## src/rtl/adc_pkg.sv

```systemverilog
// Shared types and helpers for the ADC scan sequencer.
package adc_pkg;

    localparam int DATA_W_DEF = 8;

    typedef enum logic [2:0] {
        S_IDLE,
        S_SETTLE,
        S_START,
        S_WAIT_BUSY,
        S_WAIT_DONE,
        S_NEXT
    } state_t;

    // Channel index width; a 2-channel mux still needs one select bit.
    function automatic int ch_width(input int n);
        return (n <= 2) ? 1 : $clog2(n);
    endfunction

endpackage

```

## src/rtl/adc_scan_sequencer_if.sv

```systemverilog
// Control, SAR ADC and result signals of the scan sequencer.
interface adc_scan_sequencer_if #(
    parameter int NUM_CH = 4,
    parameter int DATA_W = adc_pkg::DATA_W_DEF
);
    localparam int CH_W = adc_pkg::ch_width(NUM_CH);

    logic              enable;
    logic              single_shot;
    logic [NUM_CH-1:0] ch_mask;
    logic              adc_start;
    logic              adc_busy;
    logic              adc_valid;
    logic [DATA_W-1:0] adc_data;
    logic [CH_W-1:0]   mux_sel;
    logic              res_valid;
    logic [CH_W-1:0]   res_ch;
    logic [DATA_W-1:0] res_data;
    logic              scan_done;
    logic              seq_busy;
    logic              timeout_err;

    modport master (
        output enable, single_shot, ch_mask, adc_busy, adc_valid, adc_data,
        input  adc_start, mux_sel, res_valid, res_ch, res_data, scan_done,
               seq_busy, timeout_err
    );

    modport slave (
        input  enable, single_shot, ch_mask, adc_busy, adc_valid, adc_data,
        output adc_start, mux_sel, res_valid, res_ch, res_data, scan_done,
               seq_busy, timeout_err
    );

endinterface

```

## src/rtl/adc_chan_pick.sv

```systemverilog
// Finds the lowest set mask bit at or above a start index.
module adc_chan_pick
    import adc_pkg::*;
#(
    parameter int NUM_CH = 4,
    parameter int CH_W   = ch_width(NUM_CH)
) (
    input  logic [NUM_CH-1:0] i_mask,
    input  logic [CH_W:0]     i_start,
    output logic              o_found,
    output logic [CH_W-1:0]   o_idx
);

    // Descending scan so the lowest qualifying index is written last.
    always_comb begin
        o_found = 1'b0;
        o_idx   = '0;
        for (int i = NUM_CH - 1; i >= 0; i--) begin
            if (i_mask[i] && (i >= int'(i_start))) begin
                o_found = 1'b1;
                o_idx   = CH_W'(i);
            end
        end
    end

endmodule

```

## src/rtl/adc_scan_sequencer.sv

```systemverilog
// Scans enabled analog mux channels through a SAR ADC: settle, start, wait, deliver.
//
// state       | meaning
// S_IDLE      | no scan; waits for enable with a non-empty mask
// S_SETTLE    | mux switched, settling down-counter running
// S_START     | one-clock adc_start pulse, timeout timer loaded
// S_WAIT_BUSY | waiting for ADC busy (or an early valid)
// S_WAIT_DONE | ADC busy, waiting for valid with busy low
// S_NEXT      | deliver result, pick next channel or end the pass
module adc_scan_sequencer
    import adc_pkg::*;
#(
    parameter int NUM_CH         = 4,
    parameter int DATA_W         = DATA_W_DEF,
    parameter int SETTLE_CYCLES  = 4,
    parameter int TIMEOUT_CYCLES = 64
) (
    input  logic                 clk,
    input  logic                 rst_n,
    adc_scan_sequencer_if.slave  bus
);

    localparam int CH_W  = ch_width(NUM_CH);
    localparam int SET_W = $clog2(SETTLE_CYCLES + 1);
    localparam int TO_W  = $clog2(TIMEOUT_CYCLES + 1);

    state_t             r_state;
    state_t             w_next;
    logic [NUM_CH-1:0]  r_mask;
    logic               r_single;
    logic [CH_W-1:0]    r_mux_sel;
    logic [SET_W-1:0]   r_settle_cnt;
    logic [TO_W-1:0]    r_to_cnt;
    logic [DATA_W-1:0]  r_res_data;
    logic [CH_W-1:0]    r_res_ch;
    logic               r_have_res;
    logic               r_timeout_err;

    logic               w_lo_found;
    logic [CH_W-1:0]    w_lo_idx;
    logic               w_nx_found;
    logic [CH_W-1:0]    w_nx_idx;
    logic [CH_W:0]      w_nx_start;
    logic               w_in_wait;
    logic               w_capture;
    logic               w_timeout;
    logic               w_start_scan;
    logic               w_pass_end;
    logic               w_continue;
    logic               w_restart;
    logic               w_advance;
    logic               w_load_settle;

    adc_chan_pick #(.NUM_CH(NUM_CH), .CH_W(CH_W)) u_pick_lo (
        .i_mask  (bus.ch_mask),
        .i_start ('0),
        .o_found (w_lo_found),
        .o_idx   (w_lo_idx)
    );

    assign w_nx_start = (CH_W + 1)'(r_mux_sel) + (CH_W + 1)'(1);

    adc_chan_pick #(.NUM_CH(NUM_CH), .CH_W(CH_W)) u_pick_nx (
        .i_mask  (r_mask),
        .i_start (w_nx_start),
        .o_found (w_nx_found),
        .o_idx   (w_nx_idx)
    );

    assign w_in_wait     = (r_state == S_WAIT_BUSY) || (r_state == S_WAIT_DONE);
    // An ADC that never shows busy may report valid straight from WAIT_BUSY.
    assign w_capture     = w_in_wait && bus.adc_valid &&
                           ((r_state == S_WAIT_BUSY) || !bus.adc_busy);
    assign w_timeout     = w_in_wait && !w_capture && (r_to_cnt == '0);
    assign w_start_scan  = (r_state == S_IDLE) && bus.enable && w_lo_found;
    assign w_advance     = (r_state == S_NEXT) && w_nx_found;
    assign w_pass_end    = (r_state == S_NEXT) && !w_nx_found;
    assign w_continue    = w_pass_end && !r_single && bus.enable;
    assign w_restart     = w_continue && w_lo_found;
    assign w_load_settle = w_start_scan || w_advance || w_restart;

    always_ff @(posedge clk or negedge rst_n) begin
        if (!rst_n) begin
            r_state <= S_IDLE;
        end else begin
            r_state <= w_next;
        end
    end

    always_comb begin
        w_next          = r_state;
        bus.adc_start   = 1'b0;
        bus.res_valid   = 1'b0;
        bus.scan_done   = 1'b0;
        bus.seq_busy    = 1'b1;
        bus.mux_sel     = r_mux_sel;
        bus.res_ch      = r_res_ch;
        bus.res_data    = r_res_data;
        bus.timeout_err = r_timeout_err;
        case (r_state)
            S_IDLE: begin
                bus.seq_busy = 1'b0;
                if (w_start_scan) w_next = S_SETTLE;
            end
            S_SETTLE: begin
                if (r_settle_cnt == '0) w_next = S_START;
            end
            S_START: begin
                bus.adc_start = 1'b1;
                w_next        = S_WAIT_BUSY;
            end
            S_WAIT_BUSY: begin
                if (w_capture || w_timeout) w_next = S_NEXT;
                else if (bus.adc_busy)      w_next = S_WAIT_DONE;
            end
            S_WAIT_DONE: begin
                if (w_capture || w_timeout) w_next = S_NEXT;
            end
            S_NEXT: begin
                bus.res_valid = r_have_res;
                bus.scan_done = w_pass_end;
                if (w_advance || w_restart) w_next = S_SETTLE;
                else                        w_next = S_IDLE;
            end
            default: begin
                w_next = S_IDLE;
            end
        endcase
    end

    always_ff @(posedge clk or negedge rst_n) begin
        if (!rst_n) begin
            r_mask        <= '0;
            r_single      <= 1'b0;
            r_mux_sel     <= '0;
            r_settle_cnt  <= '0;
            r_to_cnt      <= '0;
            r_res_data    <= '0;
            r_res_ch      <= '0;
            r_have_res    <= 1'b0;
            r_timeout_err <= 1'b0;
        end else begin
            if (w_start_scan || w_continue) begin
                r_mask   <= bus.ch_mask;
                r_single <= bus.single_shot;
            end

            if (w_start_scan || w_restart) begin
                r_mux_sel <= w_lo_idx;
            end else if (w_advance) begin
                r_mux_sel <= w_nx_idx;
            end

            if (w_load_settle) begin
                r_settle_cnt <= SET_W'(SETTLE_CYCLES - 1);
            end else if ((r_state == S_SETTLE) && (r_settle_cnt != '0)) begin
                r_settle_cnt <= r_settle_cnt - SET_W'(1);
            end

            if (r_state == S_START) begin
                r_to_cnt   <= TO_W'(TIMEOUT_CYCLES - 1);
                r_have_res <= 1'b0;
            end else if (w_in_wait && (r_to_cnt != '0)) begin
                r_to_cnt <= r_to_cnt - TO_W'(1);
            end

            if (w_capture) begin
                r_res_data <= bus.adc_data;
                r_res_ch   <= r_mux_sel;
                r_have_res <= 1'b1;
            end

            if (w_timeout) begin
                r_timeout_err <= 1'b1;
            end
        end
    end

endmodule

```

## src/flat_wrapper.sv

```systemverilog
// flat-port wrapper written by rule: the top's interface ports become plain ports
module adc_scan_sequencer_flat import adc_pkg::*;
#(
    parameter int NUM_CH         = 4,
    parameter int DATA_W         = DATA_W_DEF,
    parameter int SETTLE_CYCLES  = 4,
    parameter int TIMEOUT_CYCLES = 64
)
  (clk, rst_n, bus_enable, bus_single_shot, bus_ch_mask, bus_adc_busy, bus_adc_valid, bus_adc_data, bus_adc_start, bus_mux_sel, bus_res_valid, bus_res_ch, bus_res_data, bus_scan_done, bus_seq_busy, bus_timeout_err);
  adc_scan_sequencer_if #(.NUM_CH(NUM_CH), .DATA_W(DATA_W)) bus_i ();
  input  logic clk;
  input  logic rst_n;
  input wire logic [$bits(bus_i.enable)-1:0] bus_enable;
  input wire logic [$bits(bus_i.single_shot)-1:0] bus_single_shot;
  input wire logic [$bits(bus_i.ch_mask)-1:0] bus_ch_mask;
  input wire logic [$bits(bus_i.adc_busy)-1:0] bus_adc_busy;
  input wire logic [$bits(bus_i.adc_valid)-1:0] bus_adc_valid;
  input wire logic [$bits(bus_i.adc_data)-1:0] bus_adc_data;
  output wire logic [$bits(bus_i.adc_start)-1:0] bus_adc_start;
  output wire logic [$bits(bus_i.mux_sel)-1:0] bus_mux_sel;
  output wire logic [$bits(bus_i.res_valid)-1:0] bus_res_valid;
  output wire logic [$bits(bus_i.res_ch)-1:0] bus_res_ch;
  output wire logic [$bits(bus_i.res_data)-1:0] bus_res_data;
  output wire logic [$bits(bus_i.scan_done)-1:0] bus_scan_done;
  output wire logic [$bits(bus_i.seq_busy)-1:0] bus_seq_busy;
  output wire logic [$bits(bus_i.timeout_err)-1:0] bus_timeout_err;
  assign bus_i.enable = bus_enable;
  assign bus_i.single_shot = bus_single_shot;
  assign bus_i.ch_mask = bus_ch_mask;
  assign bus_i.adc_busy = bus_adc_busy;
  assign bus_i.adc_valid = bus_adc_valid;
  assign bus_i.adc_data = bus_adc_data;
  assign bus_adc_start = bus_i.adc_start;
  assign bus_mux_sel = bus_i.mux_sel;
  assign bus_res_valid = bus_i.res_valid;
  assign bus_res_ch = bus_i.res_ch;
  assign bus_res_data = bus_i.res_data;
  assign bus_scan_done = bus_i.scan_done;
  assign bus_seq_busy = bus_i.seq_busy;
  assign bus_timeout_err = bus_i.timeout_err;
  adc_scan_sequencer #(.NUM_CH(NUM_CH), .DATA_W(DATA_W), .SETTLE_CYCLES(SETTLE_CYCLES), .TIMEOUT_CYCLES(TIMEOUT_CYCLES)) u_core (.clk(clk), .rst_n(rst_n), .bus(bus_i));
endmodule
```

## config.mk

```make
export PLATFORM = sky130hd
export DESIGN_NAME = adc_scan_sequencer_flat
export DESIGN_NICKNAME = d
export VERILOG_FILES = /design/src/rtl/adc_pkg.sv /design/src/rtl/adc_scan_sequencer_if.sv /design/src/rtl/adc_chan_pick.sv /design/src/rtl/adc_scan_sequencer.sv /design/src/flat_wrapper.sv
export SDC_FILE = /design/constraint.sdc
export NUM_CORES = 1
export LEC_CHECK = 0
export ABC_AREA = 1
export BUFFER_PORTS_ARGS = -buffer_cell sky130_fd_sc_hd__buf_4
export CORE_ASPECT_RATIO = 0.6
export CORE_MARGIN = 1
export CORE_UTILIZATION = 50
export DETAILED_ROUTE_END_ITERATION = 8
export HOLD_SLACK_MARGIN = 0.15
export PLACE_DENSITY = 0.75
export SETUP_SLACK_MARGIN = 0.02
export SYNTH_ARGS = -nofsm -noshare
export SYNTH_HDL_FRONTEND = slang
export SYNTH_SLANG_ARGS = --single-unit
```

## constraint.sdc

```tcl
create_clock -name clk -period 1.8 [get_ports clk]
set_input_delay 0 -clock clk [delete_from_list [all_inputs] [get_ports clk]]
set_output_delay 0 -clock clk [all_outputs]
set_load 0.1 [all_outputs]
```

==> impl_summary.txt <==
----------------------------------------------------
[Detailed routing]
  Wirelength per Cell ... 13.2 um
  Iteration-0 DRC Markers ... 74
  Post-detailed-routing wire length ... 3920 um
  Vias per cell ... 5.00
  DR vias ... 1480
  Residual DRC ... 0
  Post-DRT Antenna Nets ... 0
  Pre-Repair DR Iteration Count ... 4

[Synthesis]
  #FFs+latches synth ... 31
  Netlist Area Pre-Place ... 1650 sq um
  Top cells by count, synth ... sky130_fd_sc_hd__nand2_1 (48), sky130_fd_sc_hd__dfrtp_1 (31), sky130_fd_sc_hd__inv_1 (27), sky130_fd_sc_hd__nor2_1 (19), sky130_fd_sc_hd__nand3_1 (14)
  Net count after synthesis ... 219
  Unique masters post-synth ... 27
  Cell with the most instances after synthesis ... sky130_fd_sc_hd__nand2_1
  Post-synthesis cell type with the largest combined area ... sky130_fd_sc_hd__dfrtp_1
  Main flop type after synthesis ... sky130_fd_sc_hd__dfrtp_1
  Cell types with the largest area share after synthesis ... sky130_fd_sc_hd__dfrtp_1 (47%), sky130_fd_sc_hd__nand2_1 (11%), sky130_fd_sc_hd__inv_1 (6.1%), sky130_fd_sc_hd__mux2_4 (4.5%), sky130_fd_sc_hd__nor2_1 (4.3%)
  Top cell type's share of synthesized area ... 46.9%
  Synthesized instance count ... 197
  Mean instance size in the synthesized netlist ... 8.40 sq um
  Yosys warns ... 0
  Number of enable flip-flop cells after synthesis ... 0
  Post-synth ARST share ... 100%
  Sequential fraction of the synthesis area ... 46.9%

[Timing]
  Total negative slack for setup checks ... 0 ns
  Setup repair after global routing missed its margin ... no
  Clock period minus final worst setup slack ... 1.69 ns
  Timing-limited maximum frequency ... 591 MHz
  Final worst-path cycle share ... 94.1%
  Final WS setup ... 0.107 ns
  Final number of hold-violating endpoints ... 0
  Final count of negative-setup-slack endpoints ... 0
  Transition time at the pin with the least slew margin ... 0.387 ns
  Clk_skew ... 0.00915 ns
  Worst-case headroom to the max-slew limit ... 74.2%
  Final Max Tran Viols ... 0

[Clocking]
  Clock transition at the registers of the reported paths ... 0.07 ns
  Clock latency on the worst-skew pair ... 0.29 ns
  Clock buffers created by TritonCTS ... 5
  Clk sink count ... 31
  Bufs on Longest Clock Path ... 2
  Clock tree from TritonCTS ... done
  Post-CTS setup buffers ... 0
  Level count of the clock H-tree ... 2
  Clock tree root buffer cell ... sky130_fd_sc_hd__clkbuf_8

[Critical path]
  Type of origin of the critical path ... flip-flop
  Data required time of the worst path ... 1.80 ns
  CP endpoint kind ... output pin
  Worst Path Max Fanout ... 5
  Critical path class ... reg -> out
  WP data arrival ... 1.69 ns

[Place]
  Placer Congestion ... 0.884
  Sum of net half-perimeters after detailed placement ... 2640 um
  # port buffers ... 34
  Post-Place Worst Slack ... 0.244 ns

[Floorplanning]
  CORE AREA ... 3000 sq um
  Die width ... 76.3 um
  Number of ports placed on the die boundary ... 35
  Die area ... 3550 sq um
  Die extent in y ... 46.6 um
  Effective utilization at floorplan ... 55.1%
  Cell Rows ... 15

[Finish]
  Multi-input logic area ... 787 sq um
  Proportion of layout cells with a drive suffix above 1 ... 28.0%
  Area added between synthesis and finish ... 36.3%
  Number of fillers in the final layout ... 221
  Antenna diode instance count ... 0
  Nets@finish ... 275
  Register Area ... 779 sq um

[Global routing]
  Antenna violations before repair ... 0
  Number of global-route vias before repair ... 1334
  First-pass GRT wire length ... 6250 um
  Maximum number of pins on one net before global-route repair ... 32
  Leftover overflow at the end of global routing ... 0
  Gr usage total ... 24.4%

[Hold path]
  Hold crit path type ... in -> async

[Outcome]
  Status ... finished clean

[Job]
  Max-cap viol count ... 0

----------------------------------------------------
==> per-layer routing <==
metal	track usage (%)	up-vias	wire [um]
li1	-	746	-
met1	31.3	683	1890
met2	40.9	47	1780
met3	6.53	4	219
met4	9.23	0	29
met5	0	-	0
==> layout make-up <==
cell class / count / area share, %
Inverter: 27 / 4.50
Clock inverter: 2 / 1.55
Multi-Input combinational cell: 138 / 34.9
Timing Repair Buffer: 50 / 18.5
Clock buffer: 6 / 3.66
Sequential cell: 31 / 34.6
Tap cell: 42 / 2.33
==> state kept, by name (all words and copies together) (netlist names), 2 cells and up <==
register,cells
u_core.bus.mux_sel,2
u_core.r_mask,3
u_core.bus.res_data,8
u_core.r_settle_cnt,3
u_core.r_to_cnt,7
u_core.r_state,3
u_core.bus.res_ch,2
==> path summary, 6_finish.rpt <==
check | startpoint | endpoint | slack, ns | cells after the start
worst max register to register | u_core.r_state[0] | u_core.r_to_cnt[5] | 0.19 | 8
worst max-delay path | u_core.r_state[0] | bus_scan_done | 0.11 | 5
max in group asynchronous | rst_n | u_core.bus.mux_sel[1] | 1.31 | 2
worst min-delay path | rst_n | u_core.r_to_cnt[6] | 0.18 | 2
min in group clk | bus_adc_busy | u_core.bus.timeout_err | 0.21 | 5
worst min register to register | u_core.bus.timeout_err | u_core.bus.timeout_err | 0.49 | 1
==> cells in the final DEF (no fill, tap or decap), drive strengths merged <==
| master | Yosys | layout |
|---|---|---|
| a21oi | 8 | 8 |
| a31oi | 1 | 1 |
| buf | 1 | 35 |
| bufinv | 0 | 1 |
| clkbuf | 0 | 6 |
| clkinv | 0 | 1 |
| dfrtp | 31 | 31 |
| dlygate4sd3 | 0 | 15 |
| ha | 4 | 4 |
| inv | 27 | 27 |
| mux2 | 8 | 8 |
| nand2 | 53 | 53 |
| nand3 | 16 | 16 |
| nand3b | 1 | 1 |
| nand4 | 3 | 3 |
| nor2 | 21 | 21 |
| nor3 | 5 | 5 |
| nor3b | 1 | 1 |
| o21ai | 14 | 14 |
| o21bai | 1 | 1 |
| o22ai | 1 | 1 |
| or2 | 1 | 1 |
==> timing repair <==
action                     in CTS  in global routing
hold endpoints to repair       48                  0
resized for setup               0                  3
hold buffers                   15                  0
setup endpoints to repair       0                  3
==> stage by stage <==
stage	instance area (sq um)	hold slack, ns	cells	utilization (%)
2_1_floorplan	1670	-0.296	197	-
3_3_place_gp	1980	-0.0522	273	65.8
3_5_place_dp	1980	-0.0518	273	65.8
4_1_cts	2240	0.180	296	74.8
5_1_grt	2250	0.212	296	75.1
6_report	2250	0.181	296	75.1
==> cell families after synthesis <==
| group | share of synthesized area, % |
|---|---|
| compound gates | 8.09 |
| flops | 46.9 |
| fa+ha+maj | 3.03 |
| buf+inv | 6.81 |
| simple gates | 28.6 |
| mux | 6.58 |
==> critical path: stages, from the launching register on <==
cell	delay (ns)
sky130_fd_sc_hd__dfrtp_1	0.44
sky130_fd_sc_hd__inv_1	0.13
sky130_fd_sc_hd__nor3_2	0.22
sky130_fd_sc_hd__inv_1	0.15
sky130_fd_sc_hd__nor3_4	0.21
sky130_fd_sc_hd__buf_6	0.24
Power is left out: the tool's default activity adds up to more than one toggle a clock period on the data nets, which glitch-free logic cannot reach.
